### src/rtl/flush_drain_ctrl.sv
// Defers a ROB-committed branch flush until every memory port has drained its
// in-flight responses, blocking new issue while the flush waits.
module flush_drain_ctrl #(
  parameter int unsigned NUM_PORTS       = 2,
  parameter int unsigned MAX_OUTSTANDING = 4,
  parameter int unsigned WAIT_CNT_W      = 16
) (
  input  logic                  clk,
  input  logic                  rst,
  input  logic [NUM_PORTS-1:0]  mem_rqst,
  input  logic [NUM_PORTS-1:0]  mem_resp,
  input  logic                  rob_valid,
  input  logic                  rob_ready,
  input  logic                  flush_branch,
  output logic                  move_flush,
  output logic                  issue_block,
  output logic                  outstanding_any,
  output logic                  proto_err,
  output logic [WAIT_CNT_W-1:0] drain_cycles
);

  localparam int unsigned CntW = $clog2(MAX_OUTSTANDING + 1);
  localparam logic [CntW-1:0] CntMax = CntW'(MAX_OUTSTANDING);
  localparam logic [CntW-1:0] CntOne = CntW'(1);

  typedef enum logic [0:0] {StIdle, StDrain} state_e;

  state_e                state_q, state_d;
  logic [CntW-1:0]       cnt_q [NUM_PORTS];
  logic [CntW-1:0]       cnt_d [NUM_PORTS];
  logic                  proto_err_q, proto_err_d;
  logic [WAIT_CNT_W-1:0] drain_cycles_q, drain_cycles_d;

  logic flush_req;
  logic drain_ok;
  logic port_err;
  logic any_nonzero;

  assign flush_req = rob_valid & rob_ready & flush_branch;

  // Per-port counters, drain test and protocol checks.
  always_comb begin
    drain_ok    = 1'b1;
    port_err    = 1'b0;
    any_nonzero = 1'b0;
    for (int p = 0; p < NUM_PORTS; p++) begin
      cnt_d[p] = cnt_q[p];
      if (cnt_q[p] != '0) begin
        any_nonzero = 1'b1;
      end
      // A response this cycle that empties the port still counts as drained;
      // same-cycle requests belong to the post-flush stream and are ignored here.
      if (!((cnt_q[p] == '0 && !mem_resp[p]) || (cnt_q[p] == CntOne && mem_resp[p]))) begin
        drain_ok = 1'b0;
      end
      if (mem_rqst[p] && !mem_resp[p]) begin
        if (cnt_q[p] == CntMax) begin
          port_err = 1'b1;
        end else begin
          cnt_d[p] = cnt_q[p] + CntOne;
        end
      end else if (mem_resp[p] && !mem_rqst[p]) begin
        if (cnt_q[p] == '0) begin
          port_err = 1'b1;
        end else begin
          cnt_d[p] = cnt_q[p] - CntOne;
        end
      end
      if (mem_rqst[p] && issue_block) begin
        port_err = 1'b1;
      end
    end
  end

  assign outstanding_any = any_nonzero;
  assign issue_block     = (state_q == StDrain);
  // Suppressed during reset so a flush cannot escape in the reset cycle.
  assign move_flush      = flush_req & drain_ok & ~rst;
  assign proto_err       = proto_err_q;
  assign drain_cycles    = drain_cycles_q;

  always_comb begin
    state_d        = state_q;
    drain_cycles_d = drain_cycles_q;
    proto_err_d    = proto_err_q | port_err;
    unique case (state_q)
      StIdle: begin
        if (flush_req && !drain_ok) begin
          state_d        = StDrain;
          drain_cycles_d = '0;
        end
      end
      StDrain: begin
        if (drain_cycles_q != '1) begin
          drain_cycles_d = drain_cycles_q + WAIT_CNT_W'(1);
        end
        if (!flush_req || drain_ok) begin
          state_d = StIdle;
        end
      end
      default: state_d = StIdle;
    endcase
  end

  always_ff @(posedge clk) begin
    if (rst) begin
      state_q        <= StIdle;
      cnt_q          <= '{default: '0};
      proto_err_q    <= 1'b0;
      drain_cycles_q <= '0;
    end else begin
      state_q        <= state_d;
      cnt_q          <= cnt_d;
      proto_err_q    <= proto_err_d;
      drain_cycles_q <= drain_cycles_d;
    end
  end

endmodule
### config.mk
export PLATFORM = sky130hd
export DESIGN_NAME = flush_drain_ctrl
export DESIGN_NICKNAME = d
export VERILOG_FILES = /design/src/rtl/flush_drain_ctrl.sv
export SDC_FILE = /design/constraint.sdc
export NUM_CORES = 1
export LEC_CHECK = 0
export CAP_MARGIN = 10
export CORE_ASPECT_RATIO = 0.8
export CORE_UTILIZATION = 56
export CTS_CLUSTER_SIZE = 25
export DETAILED_ROUTE_END_ITERATION = 8
export PLACE_DENSITY = 0.85
export SLEW_MARGIN = 0
export SYNTH_ARGS = -nofsm -noshare
export SYNTH_HDL_FRONTEND = slang
export SYNTH_SLANG_ARGS = --single-unit
export TNS_END_PERCENT = 20
### constraint.sdc
create_clock -name clk -period 2.67 [get_ports clk]
set_input_delay 0.4005 -clock clk [delete_from_list [all_inputs] [get_ports clk]]
set_output_delay 0.4005 -clock clk [all_outputs]
set_load 0.02 [all_outputs]
* After elaboration in Yosys (flattened, before gate mapping)
Cells that the tools add are included.
** Storage, ports and cells
- Register bits :: 24
- Bits in latches :: 0
- RAM bits :: 0
- ROM bits :: 0
- Input bits :: 9
- Output and inout port bits :: 20
- Word-level logic and storage cells :: 85
- Memories kept :: 0
** Operators by class
- Add/subtract/negate cells :: 5
- Multiply operators :: 0
- Divide/modulo/power cells :: 0
- Order comparisons :: 0
- Equal/unequal tests :: 11
- Shift-type cells :: 0
- Mux-type cells :: 28
- Bitwise logic cells :: 7
- Reduce and logical (&&, ||, !) cells :: 29
** Operators with widths (number)
- $mux 16 :: 2
- $pmux 16 s2 :: 1
- $mux 3 :: 8
- $add 16x1->16 const B :: 1
- $mux 1 :: 16
- $ne 16x16->1 const B :: 1
- $logic_and 1x1->1 :: 11
- $ne 2x2->1 const B :: 4
- $add 3x1->3 const B :: 2
- $eq 3x1->1 const B :: 2
- $eq 3x3->1 const B :: 2
- $logic_not 1->1 :: 6
- $logic_not 3->1 :: 2
- $reduce_and 3->1 :: 2
- $reduce_bool 3->1 :: 2
- $sub 3x1->3 const B :: 2
- $and 1x1->1 :: 4
- $ne 2x1->1 const B :: 2
- $reduce_bool 2->1 :: 2
- $logic_or 1x1->1 :: 3
- $not 1->1 :: 2
- $pmux 1 s2 :: 1
- $reduce_and 2->1 :: 1
- $or 1x1->1 :: 1

* Depth between registers and ports, before layout
Gate-level depths: netlist of run 1.
- Depth after elaboration :: 10
- Gate-level depth with buffers :: 7
- Depth with buffers taken out :: 6

* Least setup slack after synthesis of run 1
OpenSTA, ideal clock, no wires.
- Path kind :: register -> output
- Start :: register cnt_q[1] (netlist bit)
- End :: output port move_flush
- Arrival :: 1.514 ns
- Required time :: 2.270 ns
- Path slack :: 0.756 ns
- Stages on the path, launching flop included :: 8
- Path buffers :: 1
- Path through :: dfxtp_1 inv_1 ha_1 buf_2 mux2i_1 nor2_1 nand2_1 nor3_1
** Between the ends
- Longest elaborated chain between the ends :: 6
- Elaborated cells between the ends (all ways) :: 8
- Those cells by class :: eq/ne (1); mux (1); bitwise (2); reduce/logical (4)
** RTL lines
- start, declared :: line 29 : logic [CntW-1:0] cnt_q [NUM_PORTS];
- start signal, assigned :: line 113 : cnt_q <= cnt_d;
- $eq 3x1->1 / $logic_not 3->1 (equally long branches) :: line 53 : if (!((cnt_q[p] == '0 && !mem_resp[p]) || (cnt_q[p] == CntOne && mem_resp[p]))) begin
- $logic_and 1x1->1 :: line 53
- $logic_or 1x1->1 * :: line 53
- $mux 1 * :: line 53
- $and 1x1->1 * (2 in a row) :: line 78 : assign move_flush = flush_req & drain_ok & ~rst;
- end, declared :: line 15 : output logic move_flush,
Mark *: on every way between the ends. The rest lies on a longest branch, timed or not.

* Worst setup path after layout of run 1
- Start :: register cnt_q[0] (netlist bit)
- End :: output port outstanding_any
** Between the ends
- Longest elaborated chain between the ends :: 2
** RTL lines
- $reduce_bool 3->1 :: line 48 : if (cnt_q[p] != '0) begin
- $mux 1 :: line 48
- end, declared :: line 17 : output logic outstanding_any,
No other way between the ends.

==> impl_table.tex, run 1 <==
\begin{tabular}{lr}
\hline
Metric & Value \\
\hline
\multicolumn{2}{l}{\textbf{Outcome}} \\
Result of the run & finished clean \\
\multicolumn{2}{l}{\textbf{Logic synthesis}} \\
Simple logic cell fraction of the synthesized area & 0.2558 \\
Proportion of register bits with asynchronous set or reset after synthesis & 0 \\
Main combinational cell family by area after synthesis & simple AND/OR/NAND/NOR gates \\
Number of unique standard cell types used by synthesis & 49 \\
Leading post-synthesis cells by instance count & 24 x dfxtp\_1, 12 x a21oi\_1, 11 x ha\_1, 11 x inv\_1 \\
Post-synthesis mux area share & 0.03904 \\
Most frequent cell after synthesis & dfxtp\_1 \\
Synth area leaders & dfxtp\_1 31\%, ha\_1 8.8\%, a21oi\_2 3.9\% \\
Total standard cell area after synthesis & $\sim$1600 µm² \\
Synth Area in Compound Gates & 0.2223 \\
Xor and xnor area share after synthesis & 0.02231 \\
Synth warn & 0 \\
Net count after synthesis & 199 \\
Share of the synthesized area in the top cell type & 0.3060 \\
Most used flip-flop cell after synthesis & dfxtp\_1 \\
Post-Synth Adder-Cell Area & 0.08765 \\
Synthesized area per cell & roughly 8.8 µm² \\
Sequential area share after synthesis & 0.3060 \\
Library cell occupying the most area in the post-synthesis netlist & dfxtp\_1 \\
Synthesized flop and latch total & 24 \\
Synthesized instance count & 179 \\
EDFF count, synth & 0 \\
\multicolumn{2}{l}{\textbf{Route}} \\
Routed WL per cell & 15.24 µm \\
DRT Pass-1 Iters & 4 \\
1st-iter DRT viols & about 110 \\
Total detailed-routing wirelength & 3.704 mm \\
Residual antenna-violating net count after detailed routing & 0 \\
DRC violations left & 0 \\
Vias per Instance & 6.181 \\
Vias after detailed routing & 1502 \\
\multicolumn{2}{l}{\textbf{Timing}} \\
PnR worst setup slack & 0.2845 ns \\
Actual slew at the worst max-slew pin & roughly 0.6 ns \\
RSZ-0062 raised after global routing & false \\
Worst-case headroom to the max-slew limit & 0.5980 \\
Max Freq & 419.2 MHz \\
Part of the cycle the worst path needs & 0.8934 \\
Number of setup violations in the final report & 0 \\
Number of endpoints with negative hold slack in the final report & 0 \\
Max Transition Viols Final & 0 \\
Setup TNS Final & 0 ns \\
Final clock skew & 0.009302 ns \\
Post-route minimum period & 2.386 ns \\
Fin Hold WS & 0.5418 ns \\
\multicolumn{2}{l}{\textbf{Final layout}} \\
Final design utilization & 0.7475 \\
Seq. cell area & 480.5 µm² \\
Area occupied by multi-input gates & roughly 980 µm² \\
Final cell area excluding filler cells & 1901 µm² \\
Fill cell count & just under 200 \\
Area growth, synth to finish & 21.04\% \\
Number of nets in the layout & around 230 \\
Antenna diodes & 0 \\
Proportion of layout cells with a drive suffix above 1 & 0.1208 \\
\multicolumn{2}{l}{\textbf{Critical path}} \\
Cell family contributing the most delay on the critical path & buffers and inverters \\
Number of buffers and inverters on the critical path & 3 \\
Critical path, cell by cell & inv\_1, ha\_1, buf\_4, nand3\_1, clkdlybuf4s50\_1 \\
Setup Crit Path Kind & reg -> out \\
Type of origin of the critical path & register \\
Count of cells along the worst register-to-register path & 6 \\
Worst r2r src & cnt\_q[0]\$\_SDFFE\_PP0P\_ \\
Required time of the critical path & between 2 and 2.5 ns \\
Slowest CP cell & clkdlybuf4s50\_1 \\
Setup slack of the most critical reg-to-reg path & 0.68 ns \\
Startpoint of the worst setup timing path & cnt\_q[0]\$\_SDFFE\_PP0P\_ \\
Type of element capturing the critical path & primary output \\
Capture instance of the worst register-to-register path & drain\_cycles[15]\$\_SDFFE\_PP0P\_ \\
Maximum single-stage delay on the critical path & 0.62 ns \\
Maximum net fanout on the critical path & 9 \\
Arrival time of the worst setup path & 1.99 ns \\
\multicolumn{2}{l}{\textbf{Global route}} \\
GRT Residual Overflow & 0 \\
Number of global-route vias before repair & 1336 \\
Gr usage total & 0.2574 \\
Pin count of the biggest net entering global routing & 19 \\
Antenna violations before repair & 0 \\
First-pass GRT wire length & 5.975 mm \\
\multicolumn{2}{l}{\textbf{Clock network}} \\
CTS clock-pin slew for the worst setup and hold paths & roughly 0.13 ns \\
Number of buffers inserted during clock tree synthesis & 3 \\
Later-pin clock latency in the skew report & roughly 0.32 ns \\
CTS sink count & 24 \\
CTS Hold Buffers Added & 0 \\
Clock Tree Root & clkbuf\_4 \\
H-tree level count & 1 \\
TritonCTS clock tree & built \\
Max Root-Sink Buffers & 2 \\
\multicolumn{2}{l}{\textbf{Power}} \\
Combinational cell fraction of total power & 0.364 \\
Sw Ratio & 0.3515 \\
Reg power frac & 0.438 \\
Internal power & around 0.64 mW \\
Power spent charging and discharging nets & 0.3447 mW \\
Share of total power in the clock network & 0.197 \\
Areal power density over the cells & 516.0 nW/µm² \\
Leakage power total & 0.7107 nW \\
Worst supply voltage drop on vdd & 0.4264 mV \\
\multicolumn{2}{l}{\textbf{Floorplan}} \\
Starting utilization of the core area & 0.6176 \\
Core Footprint & 2542 µm² \\
Row count & 16 \\
Die footprint & $\sim$3000 µm² \\
Die Width & 61.21 µm \\
Y dimension of the die & a little under 50 µm \\
Top-Level Pins & 29 \\
\multicolumn{2}{l}{\textbf{Place}} \\
Minimum setup slack after placement & 0.1490 ns \\
Total of buffers placed on input and output ports & 28 \\
Cell area after placement & 1862 µm² \\
Gpl congestion & 0.8262 \\
DP Wirelength & around 2.8 mm \\
\multicolumn{2}{l}{\textbf{Worst hold path}} \\
Kind of path behind the tightest hold check & reg -> reg \\
Worst hold path endpoint & proto\_err\$\_SDFF\_PP0\_ \\
Number of cells on the worst hold path & 2 \\
Hold Path Origin & proto\_err\$\_SDFF\_PP0\_ \\
\multicolumn{2}{l}{\textbf{Job}} \\
Max-cap violations & 0 \\
\hline
\end{tabular}
cell usage in the layout (no fill, tap or decap), drive strengths merged, types with 9 or more instances in the layout:
| cell type | n |
|---|---|
| o21ai | 10 |
| clkdlybuf4s50 | 27 |
| inv | 11 |
| nor2 | 9 |
| dfxtp | 24 |
| a21oi | 19 |
| ha | 11 |
| nand3 | 9 |
| or3 | 9 |
| nand2 | 9 |
what timing repair did:
action | in CTS | in global routing
buffers inserted | 0 | 0
setup endpoints to repair | 0 | 1
gates resized for setup | 0 | 1
worst register-to-register path: cells and delay by family, from the launching register on:
kind / cells / cell delay, ns
muxes: 2 / 0.55
AOI/OAI and AO/OA: 1 / 0.48
DFF: 1 / 0.44
adders and majority gates: 1 / 0.24
buffers and inverters: 1 / 0.10
and+or+nand+nor: 1 / 0.07
power by group through the flow:
stage | Sequential (mW) | Combinational [mW] | Clock (mW)
finish | 0.430 | 0.357 | 0.194
global route | 0.435 | 0.397 | 0.209
CTS | 0.430 | 0.356 | 0.196
detailed placement | 0.438 | 0.355 | 0
global placement | 0.435 | 0.337 | 0
floorplan | 0.421 | 0.263 | 0
cell families (layout without fill, tap and decap cells):
logic type,after synthesis,after routing
DFF,24,24
and+or+nand+nor,65,65
xor gates and xnor gates,4,4
muxes,6,6
AOI/OAI and AO/OA,50,50
buffers and inverters,19,47
adders and majority gates,11,11
sequential cells by signal, summed over array words and instances, names as in the netlist:
signal and flops:
proto_err 1, drain_cycles 16, issue_block 1, cnt_q 6
layer usage:
layer  wire (µm)  share of wire  up-vias  track usage
met5           0              0        -            0
met4          20         0.0054        0      0.05303
met3         204          0.055        7      0.05836
met2        1786           0.48       51       0.4149
met1        1693           0.46      720       0.3463
li1            -              -      724            -
through the flow:
| stage | std cells | power (mW) |
|---|---|---|
| 5_1_grt | 243 | 1.041 |
| 3_3_place_gp | 239 | 0.7710 |
| 4_1_cts | 243 | 0.9819 |
| 2_1_floorplan | 179 | 0.6837 |
| 6_report | 243 | 0.9807 |
| 3_5_place_dp | 239 | 0.7928 |
area by class of cell:
class / count / area share
Clock buffer: 4 / 0.01909
Sequential cell: 24 / 0.2528
Multi-Input combinational cell: 136 / 0.5181
Inverter: 11 / 0.02172
Timing Repair Buffer: 32 / 0.1646
Tap cell: 36 / 0.02370
worst max path at each step:
stage	to	slack, ns	cells after the start
after floorplan	move_flush	0.76	7
after global placement	move_flush	0.20	6
after detailed placement	move_flush	0.15	6
after CTS	move_flush	0.08	7
after global routing	move_flush	0.23	7
final	outstanding_any	0.28	5
Power figures use the tool's default switching activity.
==> run 2: changes to the inputs <==
ABC_AREA = 0   (was default)
==> results of run 2 <==
No change in the layout: final DEF, timing and power equal those of run 1.
==> run 3: changes to the inputs <==
CORE_UTILIZATION = 67   (was 56)
DONT_BUFFER_PORTS = 1   (was default)
PLACE_DENSITY = 0.83   (was 0.85)
==> run 3 against run 2 <==
Compared with the run above: global-route usage up 1.6 points; clock-buffer cell count stayed put; flip-flop and latch count stayed put; final cell count down 17%; first-iteration DRC count down 45%; clock skew is 0.0036 ns higher; fmax is 1.9% lower; die area decreased by 16%; total power decreased by 6.4%; setup slack worse by 0.045 ns; non-clock buffer count down 30; via count is 9.5% lower; largest cell class unchanged.
==> impl_table.tex, run 3 (same netlist as run 1, synthesis figures left out) <==
\begin{tabular}{lr}
\hline
Metric & Value \\
\hline
\multicolumn{2}{l}{\textbf{Clock network}} \\
Later-pin clock latency in the skew report & 0.32 ns (about the same) \\
TritonCTS clock tree & built \\
Max Root-Sink Buffers & 2 (unchanged) \\
Number of buffers inserted during clock tree synthesis & 3 (unchanged) \\
CTS sink count & 24 (unchanged) \\
H-tree level count & 1 (unchanged) \\
Clock Tree Root & clkbuf\_4 \\
CTS clock-pin slew for the worst setup and hold paths & 0.14 ns (about the same) \\
\multicolumn{2}{l}{\textbf{Final layout}} \\
Antenna diodes & 0 (unchanged) \\
Most common cell after layout, fill and taps aside & dfxtp\_1 \\
Area growth, synth to finish & 1.514\% \\
Proportion of layout cells with a drive suffix above 1 & 0.1356 (+0.01482) \\
Highest-count cells in the layout ignoring fill and taps & 24 x dfxtp\_1, 12 x a21oi\_1, 11 x inv\_1, 11 x ha\_1 \\
Number of flip-flops under the largest register name & 16 (unchanged) \\
Fill cell count & 168 (-15\%) \\
Number of nets in the layout & 198 (-13\%) \\
\multicolumn{2}{l}{\textbf{Critical path}} \\
Arrival time of the worst setup path & 2.03 ns (+0.04 ns) \\
Type of element capturing the critical path & primary output \\
Worst r2r src & issue\_block\$\_SDFF\_PP0\_ \\
Maximum net fanout on the critical path & 10 (+1) \\
Startpoint of the worst setup timing path & cnt\_q[1]\$\_SDFFE\_PP0P\_ \\
Setup slack of the most critical reg-to-reg path & 0.56 ns (-0.12 ns) \\
Setup Crit Path Kind & reg -> out \\
Type of origin of the critical path & register \\
Required time of the critical path & 2.27 ns (about the same) \\
\multicolumn{2}{l}{\textbf{Route}} \\
Routed WL per cell & 16.25 µm (+6.6\%) \\
Met3 WL & 193 µm (-5.4\%) \\
Top metal layer carrying routed signals & met4 \\
Total met2 wirelength after detailed routing & 1.566 mm (-12\%) \\
DRT Pass-1 Iters & 4 (unchanged) \\
DRC violations left & 0 (unchanged) \\
Total detailed-routing wirelength & 3.283 mm (-11\%) \\
Metal-1 WL & 1.503 mm (-11\%) \\
1st-iter DRT viols & 61 (-45\%) \\
Vias after detailed routing & 1360 (-9.5\%) \\
Vias per Instance & 6.733 (+8.9\%) \\
Residual antenna-violating net count after detailed routing & 0 (unchanged) \\
\multicolumn{2}{l}{\textbf{Timing}} \\
Part of the cycle the worst path needs & 0.9104 (+0.01695) \\
Max Freq & 411.4 MHz (-1.9\%) \\
Setup TNS Final & 0 ns (unchanged) \\
Final clock skew & 0.01287 ns (+0.003570 ns) \\
Number of setup violations in the final report & 0 (unchanged) \\
Post-route minimum period & 2.431 ns (+0.04525 ns) \\
RSZ-0062 raised after global routing & false \\
Number of endpoints with negative hold slack in the final report & 0 (unchanged) \\
Max Transition Viols Final & 0 (unchanged) \\
Worst-case headroom to the max-slew limit & 0.6403 (+0.04233) \\
Fin Hold WS & 0.1276 ns (-0.4141 ns) \\
Actual slew at the worst max-slew pin & 0.5326 ns (-0.06267 ns) \\
\multicolumn{2}{l}{\textbf{Outcome}} \\
Result of the run & finished clean \\
\multicolumn{2}{l}{\textbf{Job}} \\
Max-cap violations & 0 (unchanged) \\
\multicolumn{2}{l}{\textbf{Worst hold path}} \\
Hold Path Origin & rst \\
Kind of path behind the tightest hold check & in -> reg \\
\multicolumn{2}{l}{\textbf{Power}} \\
Areal power density over the cells & 575.8 nW/µm² (+12\%) \\
Combinational cell fraction of total power & 0.318 (-0.046) \\
Leakage power total & 0.5834 nW (-18\%) \\
Reg power frac & 0.473 (+0.035) \\
Power spent charging and discharging nets & 0.3246 mW (-5.8\%) \\
Internal power & 0.5932 mW (-6.7\%) \\
Sw Ratio & 0.3536 (+0.002150) \\
Worst supply voltage drop on vdd & 0.4804 mV (+13\%) \\
Share of total power in the clock network & 0.208 (+0.011) \\
\multicolumn{2}{l}{\textbf{Place}} \\
Total of buffers placed on input and output ports & 0 (-100\%) \\
DP Wirelength & 2.444 mm (-12\%) \\
Gpl congestion & 0.8411 (+1.8\%) \\
\multicolumn{2}{l}{\textbf{Floorplan}} \\
Die Width & 56.13 µm (-8.3\%) \\
Starting utilization of the core area & 0.7213 (+0.1036) \\
Y dimension of the die & 45.30 µm (-8.2\%) \\
Top-Level Pins & 29 (unchanged) \\
Core Footprint & 2177 µm² (-14\%) \\
Die footprint & 2542 µm² (-16\%) \\
Row count & 15 (-1) \\
\multicolumn{2}{l}{\textbf{Global route}} \\
Number of global-route vias before repair & 1240 (-7.2\%) \\
Antenna violations before repair & 0 (unchanged) \\
Gr usage total & 0.2736 (+0.01624) \\
Pin count of the biggest net entering global routing & 19 (unchanged) \\
First-pass GRT wire length & 5.430 mm (-9.1\%) \\
GRT Residual Overflow & 0 (unchanged) \\
\hline
\end{tabular}
## run 3: changes by cell type in the layout (fill, tap and decap cells not counted)
cell	change
buf_4	-2
clkdlybuf4s50_1	-27
dlymetal6s2s_1	-1
nor3_1	-1
nor3_2	+1
## run 3: final cells by class
type	count	area (µm²)	area share
repair buffers	2	15.01	0.009419
clock buffers	4	36.28	0.02276
well taps	25	31.28	0.01962
flip-flops and latches	24	480.5	0.3014
inverters	11	41.29	0.02590
multi-input cells	136	989.7	0.6209
## run 3: path summary, 6_finish.rpt
kind	endpoint	depth (start not counted)
hold / removal	proto_err$_SDFF_PP0_	1
setup / recovery	move_flush	6
setup reg to reg	drain_cycles[15]$_SDFFE_PP0P_	4
hold reg to reg	cnt_q[4]$_SDFFE_PP0P_	2
## run 3: through the flow
stage	total power, mW	worst slack [ns]	std cells	utilization	cell area (µm²)
after floorplan	0.6837	0.7556	179	-	1570
after global routing	0.9797	0.1289	202	0.7322	1594
after global placement	0.7132	0.6081	198	0.7132	1553
after CTS	0.9200	0.1486	202	0.7299	1589
after detailed placement	0.7316	0.5100	198	0.7132	1553
final	0.9178	0.2392	202	0.7322	1594
## run 3: power groups by stage
stage	logic, mW	clock network [mW]	registers, mW
final	0.292	0.191	0.434
after global placement	0.273	0	0.440
after global routing	0.334	0.206	0.440
after CTS	0.290	0.196	0.434
after floorplan	0.263	0	0.421
after detailed placement	0.289	0	0.442
## run 3: layer usage
layer	vias up	GRT usage
li1	666	-
met1	650	0.3535
met2	40	0.4571
met3	4	0.08883
met4	0	0.05854
met5	-	0
## run 3: repair_timing
item / 4_1_cts / 5_1_grt
endpoints found under the setup margin: 0 / 1
hold buffers: 0 / 0
setup buffers: 0 / 0
gates resized for setup: 0 / 1
## run 3: critical path, cell delays in order, from the launching register on
cell and delay (ns):
dfxtp_1 0.35, inv_1 0.14, ha_1 0.39, mux2i_1 0.18
nor2_1 0.17, nand2_1 0.10, nor3_2 0.38
